[config.mk]
export PLATFORM = sky130hd
export DESIGN_NAME = i2c_respond_flat
export DESIGN_NICKNAME = d
export VERILOG_FILES = /design/src/rtl/i2c_respond_if.sv /design/src/rtl/i2c_respond.sv /design/src/flat_wrapper.sv
export SDC_FILE = /design/constraint.sdc
export NUM_CORES = 1
export LEC_CHECK = 0
export CORE_ASPECT_RATIO = 1.1
export CORE_UTILIZATION = 45
export CTS_BUF_LIST = sky130_fd_sc_hd__clkbuf_16
export DETAILED_ROUTE_END_ITERATION = 16
export GPL_ROUTABILITY_DRIVEN = 0
export PLACE_DENSITY = 0.7
export SLEW_MARGIN = 20
export SYNTH_ARGS = -nofsm -noshare
export SYNTH_HDL_FRONTEND = slang
export SYNTH_SLANG_ARGS = --single-unit
[constraint.sdc]
create_clock -name clk -period 2.3 [get_ports clk]
set_clock_uncertainty 0.1 [all_clocks]
set_input_delay 0.46 -clock clk [delete_from_list [all_inputs] [get_ports clk]]
set_output_delay 0.46 -clock clk [all_outputs]
set_load 0.01 [all_outputs]
[src/rtl/i2c_respond_if.sv]
// i2c_respond_if: pad levels, core-side shadow write port and the forwarded byte stream of the I2C responder.
interface i2c_respond_if #(parameter int REG_AW = 4);
    logic scl_in;
    logic sda_in;
    logic sda_oe;
    logic shadow_we;
    logic [REG_AW-1:0] shadow_addr;
    logic [7:0] shadow_wdata;
    logic [8:0] word;
    logic word_ready;
    logic reg_wr;
    logic [REG_AW-1:0] reg_wr_addr;
    logic [7:0] reg_wr_data;
    modport slave(
        input scl_in, sda_in, shadow_we, shadow_addr, shadow_wdata,
        output sda_oe, word, word_ready, reg_wr, reg_wr_addr, reg_wr_data
    );
    modport master(
        output scl_in, sda_in, shadow_we, shadow_addr, shadow_wdata,
        input sda_oe, word, word_ready, reg_wr, reg_wr_addr, reg_wr_data
    );
endinterface

[src/rtl/i2c_respond.sv]
// i2c_respond: I2C target standing in for the PMIC; shadow register file plus a byte stream for the matcher.
// Define I2C_RESP_READ_EN to serve read transfers; without it an address byte with R/W = 1 is NACKed.
module i2c_respond #(
    parameter logic [6:0] DEV_ADDR = 7'h4A,
    parameter int REG_AW = 4
) (
    input logic clk,
    input logic reset,
    i2c_respond_if.slave bus
);
    typedef enum logic [2:0] {IDLE, ADDR, ADDR_ACK, PTR, WDATA, RDATA, IGNORE} state_t;
    state_t state;
    logic [1:0] scl_s, sda_s;
    logic scl_d, sda_d, rise, fall, start, stop, sda_smp;
    logic [3:0] bit_cnt;
    logic [7:0] rx, rx_next;
    logic [REG_AW-1:0] ptr;
    logic [7:0] shadow [2**REG_AW];
    logic addr_hit;
    assign rx_next = {rx[6:0], sda_smp};
`ifdef I2C_RESP_READ_EN
    logic [7:0] tx, rd_byte;
    assign rd_byte = shadow[ptr];
    assign addr_hit = rx_next[7:1] == DEV_ADDR;
`else
    assign addr_hit = rx_next[7:1] == DEV_ADDR && !rx_next[0];
`endif
    // Synchronizers idle high so reset release never fakes a START or SCL edge.
    always_ff @(posedge clk or posedge reset)
        if (reset) begin
            scl_s <= 2'b11;
            sda_s <= 2'b11;
            scl_d <= 1'b1;
            sda_d <= 1'b1;
            rise <= 1'b0;
            fall <= 1'b0;
            start <= 1'b0;
            stop <= 1'b0;
            sda_smp <= 1'b1;
        end else begin
            scl_s <= {scl_s[0], bus.scl_in};
            sda_s <= {sda_s[0], bus.sda_in};
            scl_d <= scl_s[1];
            sda_d <= sda_s[1];
            rise <= scl_s[1] & ~scl_d;
            fall <= ~scl_s[1] & scl_d;
            start <= scl_s[1] & scl_d & sda_d & ~sda_s[1];
            stop <= scl_s[1] & scl_d & ~sda_d & sda_s[1];
            sda_smp <= sda_s[1];
        end
    always_ff @(posedge clk or posedge reset)
        if (reset) begin
            state <= IDLE;
            bit_cnt <= '0;
            rx <= '0;
            ptr <= '0;
            shadow <= '{default: '0};
            bus.sda_oe <= 1'b0;
            bus.word <= 9'h1FF;
            bus.word_ready <= 1'b0;
            bus.reg_wr <= 1'b0;
            bus.reg_wr_addr <= '0;
            bus.reg_wr_data <= '0;
`ifdef I2C_RESP_READ_EN
            tx <= '0;
`endif
        end else begin
            bus.word_ready <= 1'b0;
            bus.reg_wr <= 1'b0;
            // Core write first so a same-entry bus write below overrides it.
            if (bus.shadow_we)
                shadow[bus.shadow_addr] <= bus.shadow_wdata;
            if (start) begin
                state <= ADDR;
                bit_cnt <= '0;
                bus.sda_oe <= 1'b0;
            end else if (stop) begin
                state <= IDLE;
                bus.sda_oe <= 1'b0;
            end else if (fall && state != IDLE) begin
`ifdef I2C_RESP_READ_EN
                if (state == RDATA) begin
                    bus.sda_oe <= bit_cnt == 4'd0 ? ~rd_byte[7] : bit_cnt != 4'd8 && ~tx[7];
                    tx <= bit_cnt == 4'd0 ? {rd_byte[6:0], 1'b0} : {tx[6:0], 1'b0};
                end else
`endif
                bus.sda_oe <= bit_cnt == 4'd8 && (state == ADDR_ACK || state == PTR || state == WDATA);
            end else if (rise && state != IDLE) begin
                if (bit_cnt != 4'd8) begin
                    rx <= rx_next;
                    bit_cnt <= bit_cnt + 4'd1;
                    if (state == ADDR && bit_cnt == 4'd7)
                        state <= addr_hit ? ADDR_ACK : IGNORE;
                end else begin
                    bit_cnt <= '0;
                    bus.word <= {rx, sda_smp};
                    bus.word_ready <= 1'b1;
                    case (state)
`ifdef I2C_RESP_READ_EN
                        ADDR_ACK: state <= rx[0] ? RDATA : PTR;
                        RDATA: begin
                            ptr <= ptr + 1'b1;
                            if (sda_smp)
                                state <= IGNORE;
                        end
`else
                        ADDR_ACK: state <= PTR;
`endif
                        PTR: begin
                            ptr <= rx[REG_AW-1:0];
                            state <= WDATA;
                        end
                        WDATA: begin
                            shadow[ptr] <= rx;
                            bus.reg_wr <= 1'b1;
                            bus.reg_wr_addr <= ptr;
                            bus.reg_wr_data <= rx;
                            ptr <= ptr + 1'b1;
                        end
                        default: ;
                    endcase
                end
            end
        end
endmodule

[src/flat_wrapper.sv]
// flat-port wrapper written by rule: the top's interface ports become plain ports
module i2c_respond_flat 
#(
    parameter logic [6:0] DEV_ADDR = 7'h4A,
    parameter int REG_AW = 4
)
  (clk, reset, bus_scl_in, bus_sda_in, bus_shadow_we, bus_shadow_addr, bus_shadow_wdata, bus_sda_oe, bus_word, bus_word_ready, bus_reg_wr, bus_reg_wr_addr, bus_reg_wr_data);
  i2c_respond_if #(.REG_AW(REG_AW)) bus_i ();
  input logic clk;
  input logic reset;
  input wire logic [$bits(bus_i.scl_in)-1:0] bus_scl_in;
  input wire logic [$bits(bus_i.sda_in)-1:0] bus_sda_in;
  input wire logic [$bits(bus_i.shadow_we)-1:0] bus_shadow_we;
  input wire logic [$bits(bus_i.shadow_addr)-1:0] bus_shadow_addr;
  input wire logic [$bits(bus_i.shadow_wdata)-1:0] bus_shadow_wdata;
  output wire logic [$bits(bus_i.sda_oe)-1:0] bus_sda_oe;
  output wire logic [$bits(bus_i.word)-1:0] bus_word;
  output wire logic [$bits(bus_i.word_ready)-1:0] bus_word_ready;
  output wire logic [$bits(bus_i.reg_wr)-1:0] bus_reg_wr;
  output wire logic [$bits(bus_i.reg_wr_addr)-1:0] bus_reg_wr_addr;
  output wire logic [$bits(bus_i.reg_wr_data)-1:0] bus_reg_wr_data;
  assign bus_i.scl_in = bus_scl_in;
  assign bus_i.sda_in = bus_sda_in;
  assign bus_i.shadow_we = bus_shadow_we;
  assign bus_i.shadow_addr = bus_shadow_addr;
  assign bus_i.shadow_wdata = bus_shadow_wdata;
  assign bus_sda_oe = bus_i.sda_oe;
  assign bus_word = bus_i.word;
  assign bus_word_ready = bus_i.word_ready;
  assign bus_reg_wr = bus_i.reg_wr;
  assign bus_reg_wr_addr = bus_i.reg_wr_addr;
  assign bus_reg_wr_data = bus_i.reg_wr_data;
  i2c_respond #(.DEV_ADDR(DEV_ADDR), .REG_AW(REG_AW)) u_core (.clk(clk), .reset(reset), .bus(bus_i));
endmodule
==> flow_metrics.env <==
export IMPL_timing_final_ws_setup_ns=0.298
export IMPL_areaGrowthSynthToFinish_pct=21.5
export IMPL_p_clk_frac=0.382
export IMPL_crit_path_end_kind="flip-flop"
export IMPL_die_area_um2=5360
export IMPL_yosysTopAreaCell="dfrtp_1"
export IMPL_antenna_found_initial=0
export IMPL_power_density_nw_per_um2=789
export IMPL_clock_latency_ns=0.29
export IMPL_synthDistinctLibCells=39
export IMPL_routed_via_density=5.57
export IMPL_fill_cells=388
export IMPL_drive_above_1_share=0.318
export IMPL_post_cts_buffers=0
export IMPL_leakage_nw=1.29
export IMPL_clkTransAtPathRegs_ns=0.06
export IMPL_fp_dieH_um=76.7
export IMPL_cts_htree_levels=2
export IMPL_drtAntennaViolNets=0
export IMPL_finalHoldViolations=0
export IMPL_start_util=0.480
export IMPL_pwr_share_comb=0.101
export IMPL_ys_seq_area_frac=0.590
export IMPL_utilization=0.584
export IMPL_crit_type="reg -> reg"
export IMPL_drt_wl_total_mm=4.06
export IMPL_cp_depth=7
export IMPL_syn_inst=162
export IMPL_synth_edff_count=0
export IMPL_grt_max_degree=29
export IMPL_synth_nets=182
export IMPL_hold_start="u_core.scl_s[0]"
export IMPL_ir_drop_v=0.000474
export IMPL_ios=41
export IMPL_cts_resized=0
export IMPL_start_kind="flip-flop"
export IMPL_synth_ff_type="dfrtp_1"
export IMPL_cp_slowest_stage_delay_ns=0.44
export IMPL_fmax_mhz=499
export IMPL_worstPathCellList="inv_1 -> ha_1 -> and3b_1 -> buf_4 -> a32oi_1 -> mux2i_1 -> o21bai_1"
export IMPL_crit_required_ns=2.37
export IMPL_max_slew_margin_rel=0.640
export IMPL_final_nets=214
export IMPL_total_power_mw=2.19
export IMPL_first_global_vias=1448
export IMPL_fin_crit_sh=0.871
export IMPL_worst_pin_slew_ns=0.538
export IMPL_drt_iter0_markers=75
export IMPL_crit_start="u_core.bit_cnt[0]"
export IMPL_worstPathArrival_ns=2.07
export IMPL_synth_avg_cell_area_um2=14.1
export IMPL_fp_row_count=26
export IMPL_drv_slew=0
export IMPL_clock_path_buffers=2
export IMPL_crit_slowest_cell="dfrtp_1"
export IMPL_track_usage=0.167
export IMPL_die_w_um=69.9
export IMPL_max_cap_violations=0
export IMPL_cts_tree="done"
export IMPL_wl_per_cell_um=16.2
export IMPL_ctsHoldBuffers=0
export IMPL_cp_num_buf_inv=2
export IMPL_grt_pass1_wl_mm=7.02
export IMPL_ys_async_sr_fraction=1.00
export IMPL_synth_top_cells_by_count="dfrtp_1, mux2_2, dfstp_2, mux2_4, nor2_1"
export IMPL_finalWorstPathRequiredPeriod_ns=2.00
export IMPL_cts_root_buffer="clkbuf_16"
export IMPL_status="completed"
export IMPL_cts_sinks=53
export IMPL_drc=0
export IMPL_diodes=0
export IMPL_cp_max_fo=6
export IMPL_dr_pass1_iters=6
export IMPL_cts_made_buffers=5
export IMPL_synth_most_common_cell="dfrtp_1"
export IMPL_seqPwrFrac=0.517
export IMPL_ys_warn_count=0
export IMPL_synth_seq_cells=53
export IMPL_grt_overflow=0
export IMPL_timing_rr_start="u_core.bit_cnt[0]"
export IMPL_rsz0062_at_grt="no"
export IMPL_port_buffers=27
export IMPL_synth_area_um2=2280
export IMPL_yosys_top_cells_area="dfrtp_1, dfstp_2, mux2_2"
export IMPL_dr_total_vias=1399
export IMPL_hold_path_class="reg -> reg"
export IMPL_yosysTopAreaCellShare=0.417
export IMPL_rr_worst_depth=7
export IMPL_p_switching_mw=0.541
export IMPL_min_delay_path_depth=0
export IMPL_fin_tns_setup_ns=0
export IMPL_internal_power_mw=1.65
export IMPL_swShare=0.247
export IMPL_cp_top_family="compound AO/OA/AOI/OAI gates"
export IMPL_hpwl_mm=2.85
export IMPL_core_area_um2=4750
export IMPL_setup_viol=0
export IMPL_dp_slack_ns=0.298
-- worst reg2reg max path: cells and delay by family (launching register included) --
kind / cells / cell delay [ns]
buf+inv: 2 / 0.23
compound gates: 2 / 0.45
flops: 1 / 0.44
simple gates: 1 / 0.19
fa+ha+maj: 1 / 0.21
mux: 1 / 0.27
-- state kept, by name, summed over array words and instances, names as in the netlist --
signal                  cells
u_core.stop                 1
u_core.bus.word             9
u_core.ptr                  4
u_core.sda_d                1
u_core.fall                 1
u_core.bit_cnt              4
u_core.scl_d                1
u_core.sda_s                2
u_core.rise                 1
u_core.start                1
u_core.scl_s                2
u_core.bus.sda_oe           1
u_core.state                3
u_core.bus.word_ready       1
u_core.rx                   8
u_core.bus.reg_wr_data      8
u_core.bus.reg_wr_addr      4
u_core.bus.reg_wr           1
-- layout make-up --
type	instances	area [um^2]	area share
Tap cell	56	70.1	0.0253
Clock buffer	5	125	0.0451
Multi-Input combinational cell	98	870	0.314
Inverter	5	18.8	0.00677
Timing Repair Buffer	31	300	0.108
Sequential cell	53	1350	0.485
Clock inverter	3	42.5	0.0153
-- cells by family (layout without fill, tap and decap cells) --
group,count (synthesis),after routing,share of synthesized area
flops,53,53,0.590
simple gates,41,41,0.120
mux,34,34,0.182
compound gates,20,20,0.0636
buf+inv,11,44,0.0291
fa+ha+maj,3,3,0.0165
-- cells in the final DEF, fill, tap and decap left out, types with 2 or more instances in the layout --
cell and n:
and3b_1 3, o22a_1 2, o211ai_1 2, mux2_4 10
mux2_2 19, ha_1 3, dfstp_2 15, nand2_2 2
and3_1 2, nand3_1 2, buf_4 4, nor4bb_1 3
mux2i_1 5, clkbuf_16 5, a311oi_1 3, a21oi_1 2
inv_1 5, o21ai_0 2, dfrtp_1 38, clkdlybuf4s50_1 27
nand2_1 6, nor2_1 8, a31oi_1 3, nor2b_1 5
nor3b_1 2
-- routing by layer --
layer / share of wire / vias to the layer above / global-route usage
met2: 0.48 / 30 / 0.268
met4: 0.020 / 0 / 0.0640
met3: 0.046 / 9 / 0.0473
li1: - / 649 / -
met1: 0.45 / 711 / 0.215
met5: 0 / - / 0
-- through the flow --
step | hold WS, ns | area [um^2] | std cells
6_report | 0.258 | 2770 | 251
5_1_grt | 0.262 | 2770 | 251
4_1_cts | 0.261 | 2770 | 251
3_5_place_dp | 0.252 | 2600 | 243
3_3_place_gp | 0.246 | 2600 | 243
2_1_floorplan | 0.245 | 2280 | 162
-- power by group through the flow --
stage | sequential, mW | clock (mW) | combinational, mW
3_3_place_gp | 1.14 | 0 | 0.203
3_5_place_dp | 1.15 | 0 | 0.222
2_1_floorplan | 1.11 | 0 | 0.181
5_1_grt | 1.15 | 0.889 | 0.251
6_report | 1.13 | 0.836 | 0.220
4_1_cts | 1.13 | 0.852 | 0.225
-- worst paths after layout --
| kind | end | slack (ns) |
|---|---|---|
| min in group asynchronous | u_core.ptr[1] | 0.44 |
| min | u_core.scl_s[1] | 0.26 |
| max in group asynchronous | u_core.bus.word[1] | 1.35 |
| max | u_core.state[0] | 0.30 |
| max reg2reg | u_core.state[0] | 0.30 |
| min reg2reg | u_core.scl_s[1] | 0.26 |
(Power assumes the default switching activity.)
==> RTL edit (same flow settings) <==
Compare `bit_cnt` against `4'd7` with >= in place of ==.
--- a/src/rtl/i2c_respond.sv
+++ b/src/rtl/i2c_respond.sv
@@ -89,7 +89,7 @@
                 if (bit_cnt != 4'd8) begin
                     rx <= rx_next;
                     bit_cnt <= bit_cnt + 4'd1;
-                    if (state == ADDR && bit_cnt == 4'd7)
+                    if (state == ADDR && bit_cnt >= 4'd7)
                         state <= addr_hit ? ADDR_ACK : IGNORE;
                 end else begin
                     bit_cnt <= '0;
Check against the original RTL: same outputs for any inputs over 10 cycles, from zero or initial values and one cycle with reset high; that may be too few to reach the edited logic, so the function may still have changed.
==> RTL edit against the original RTL <==
  * Final area grew 0.81%
  * Worst hold slack better by 0.00084 ns
  * Count of clock-buffer cells in the layout stayed put
  * Sequential cell count unchanged
  * Routed wire length increased by 8.8%
  * Clock power decreased by 15%
  * Synthesized area up 0.66%
  * Critical path depth rose by 1
  * Utilization grew 0.074 points
  * Global-route usage rose by 1.5 points
  * Non-clock buffer count rose by 2
  * Total power decreased by 5.7%
  * Worst setup slack got worse by 0.12 ns
  * Largest cell class unchanged
  * Largest power group unchanged
==> RTL edit: results (changes against the original RTL) <==
Number of fill cells = 371 (-4.4%)
Pin count of the biggest net entering global routing = 32 (+10%)
Commonest cells in the netlist = dfrtp_1, mux2_2, dfstp_2
Worst r2r src = u_core.bit_cnt[0]
Compound-Gate Fraction of Synth Area = 0.0768 (+0.0132)
Placed cell areas = 0.00266 mm^2 (+2.0%)
Rel. slew slack = 0.634 (-0.00592)
Share of post-route cells with drive strength above 1 = 0.308 (-0.0103)
Post-DP HPWL = 3080 um (+8.0%)
Worst Reg2Reg Path Length in Cells = 8 (+1)
P_sw = 537 uW (-0.83%)
Fin. Hold Viols = 0 (unchanged)
Pleak = 0.00129 uW (-0.15%)
R2R setup slack = 0.18 ns (-0.12 ns)
Total track usage = 0.182 (+0.0151)
Drt initial violations = 90 (+20%)
Synth area leaders = dfrtp_1, dfstp_2, mux2_2
Crit path capture = u_core.bus.reg_wr_data[6]
Synthesized Nets = 191 (+4.9%)
Reg-to-reg endpoint = u_core.bus.reg_wr_data[6]
CP max stage delay = 0.42 ns (-0.02 ns)
Hold path endpoint = u_core.sda_s[1]
Vias in the first global route = 1542 (+6.5%)
Nets = 227 (+6.1%)
Count of cell types in the netlist = 40 (+2.6%)
Hold_ws = 0.259 ns (+0.000841 ns)
Mux cell area share after synthesis = 0.166 (-0.0159)
Worst hold stages = 0 (unchanged)
Sequential cell area fraction in the yosys report = 0.586 (-0.00386)
Pre-CTS setup slack = 0.213 ns (-0.0843 ns)
Max VDD drop = 439 uV (-7.3%)
Drt first pass iters = 4 (-2)
First-pass GRT wire length = 7680 um (+9.4%)
Crit Path Max Fanout = 13 (+7)
Cell family with the largest share of critical-path delay = simple AND/OR/NAND/NOR gates
Status = finished, final reports clean
DR vias/cell = 5.66 (+1.6%)
Fmax = 0.472 GHz (-5.4%)
Worst hold path startpoint = u_core.sda_s[0]
## RTL edit: cell count changes in the layout (fill, tap and decap cells not counted), sizes merged, moves of 3 or more
cell	change
mux2i	-3
o21ai	+3
nor3	+3
a21oi	+7
## RTL edit: final cells by class
cell class,count,share of cell area
Clock buffer,5,0.0448
Clock inverter,3,0.00493
Tap cell,56,0.0251
Timing Repair Buffer,33,0.117
Multi-Input combinational cell,107,0.317
Sequential cell,53,0.481
Inverter,7,0.00940
## RTL edit: power groups by stage
stage	clock (uW)	combinational (uW)	sequential, uW
after floorplan	0	178	1100
after global placement	0	213	1130
after detailed placement	0	230	1140
after CTS	731	231	1130
after global routing	760	256	1140
final	710	228	1120
## RTL edit: layer usage
metal  share of wire  wire (um)  global-route usage  vias up
li1                -          -                   -      692
met1            0.43       1890               0.237      764
met2            0.53       2340               0.302       35
met3           0.034        152              0.0342        4
met4          0.0097         43              0.0720        0
met5               0          0                   0        -
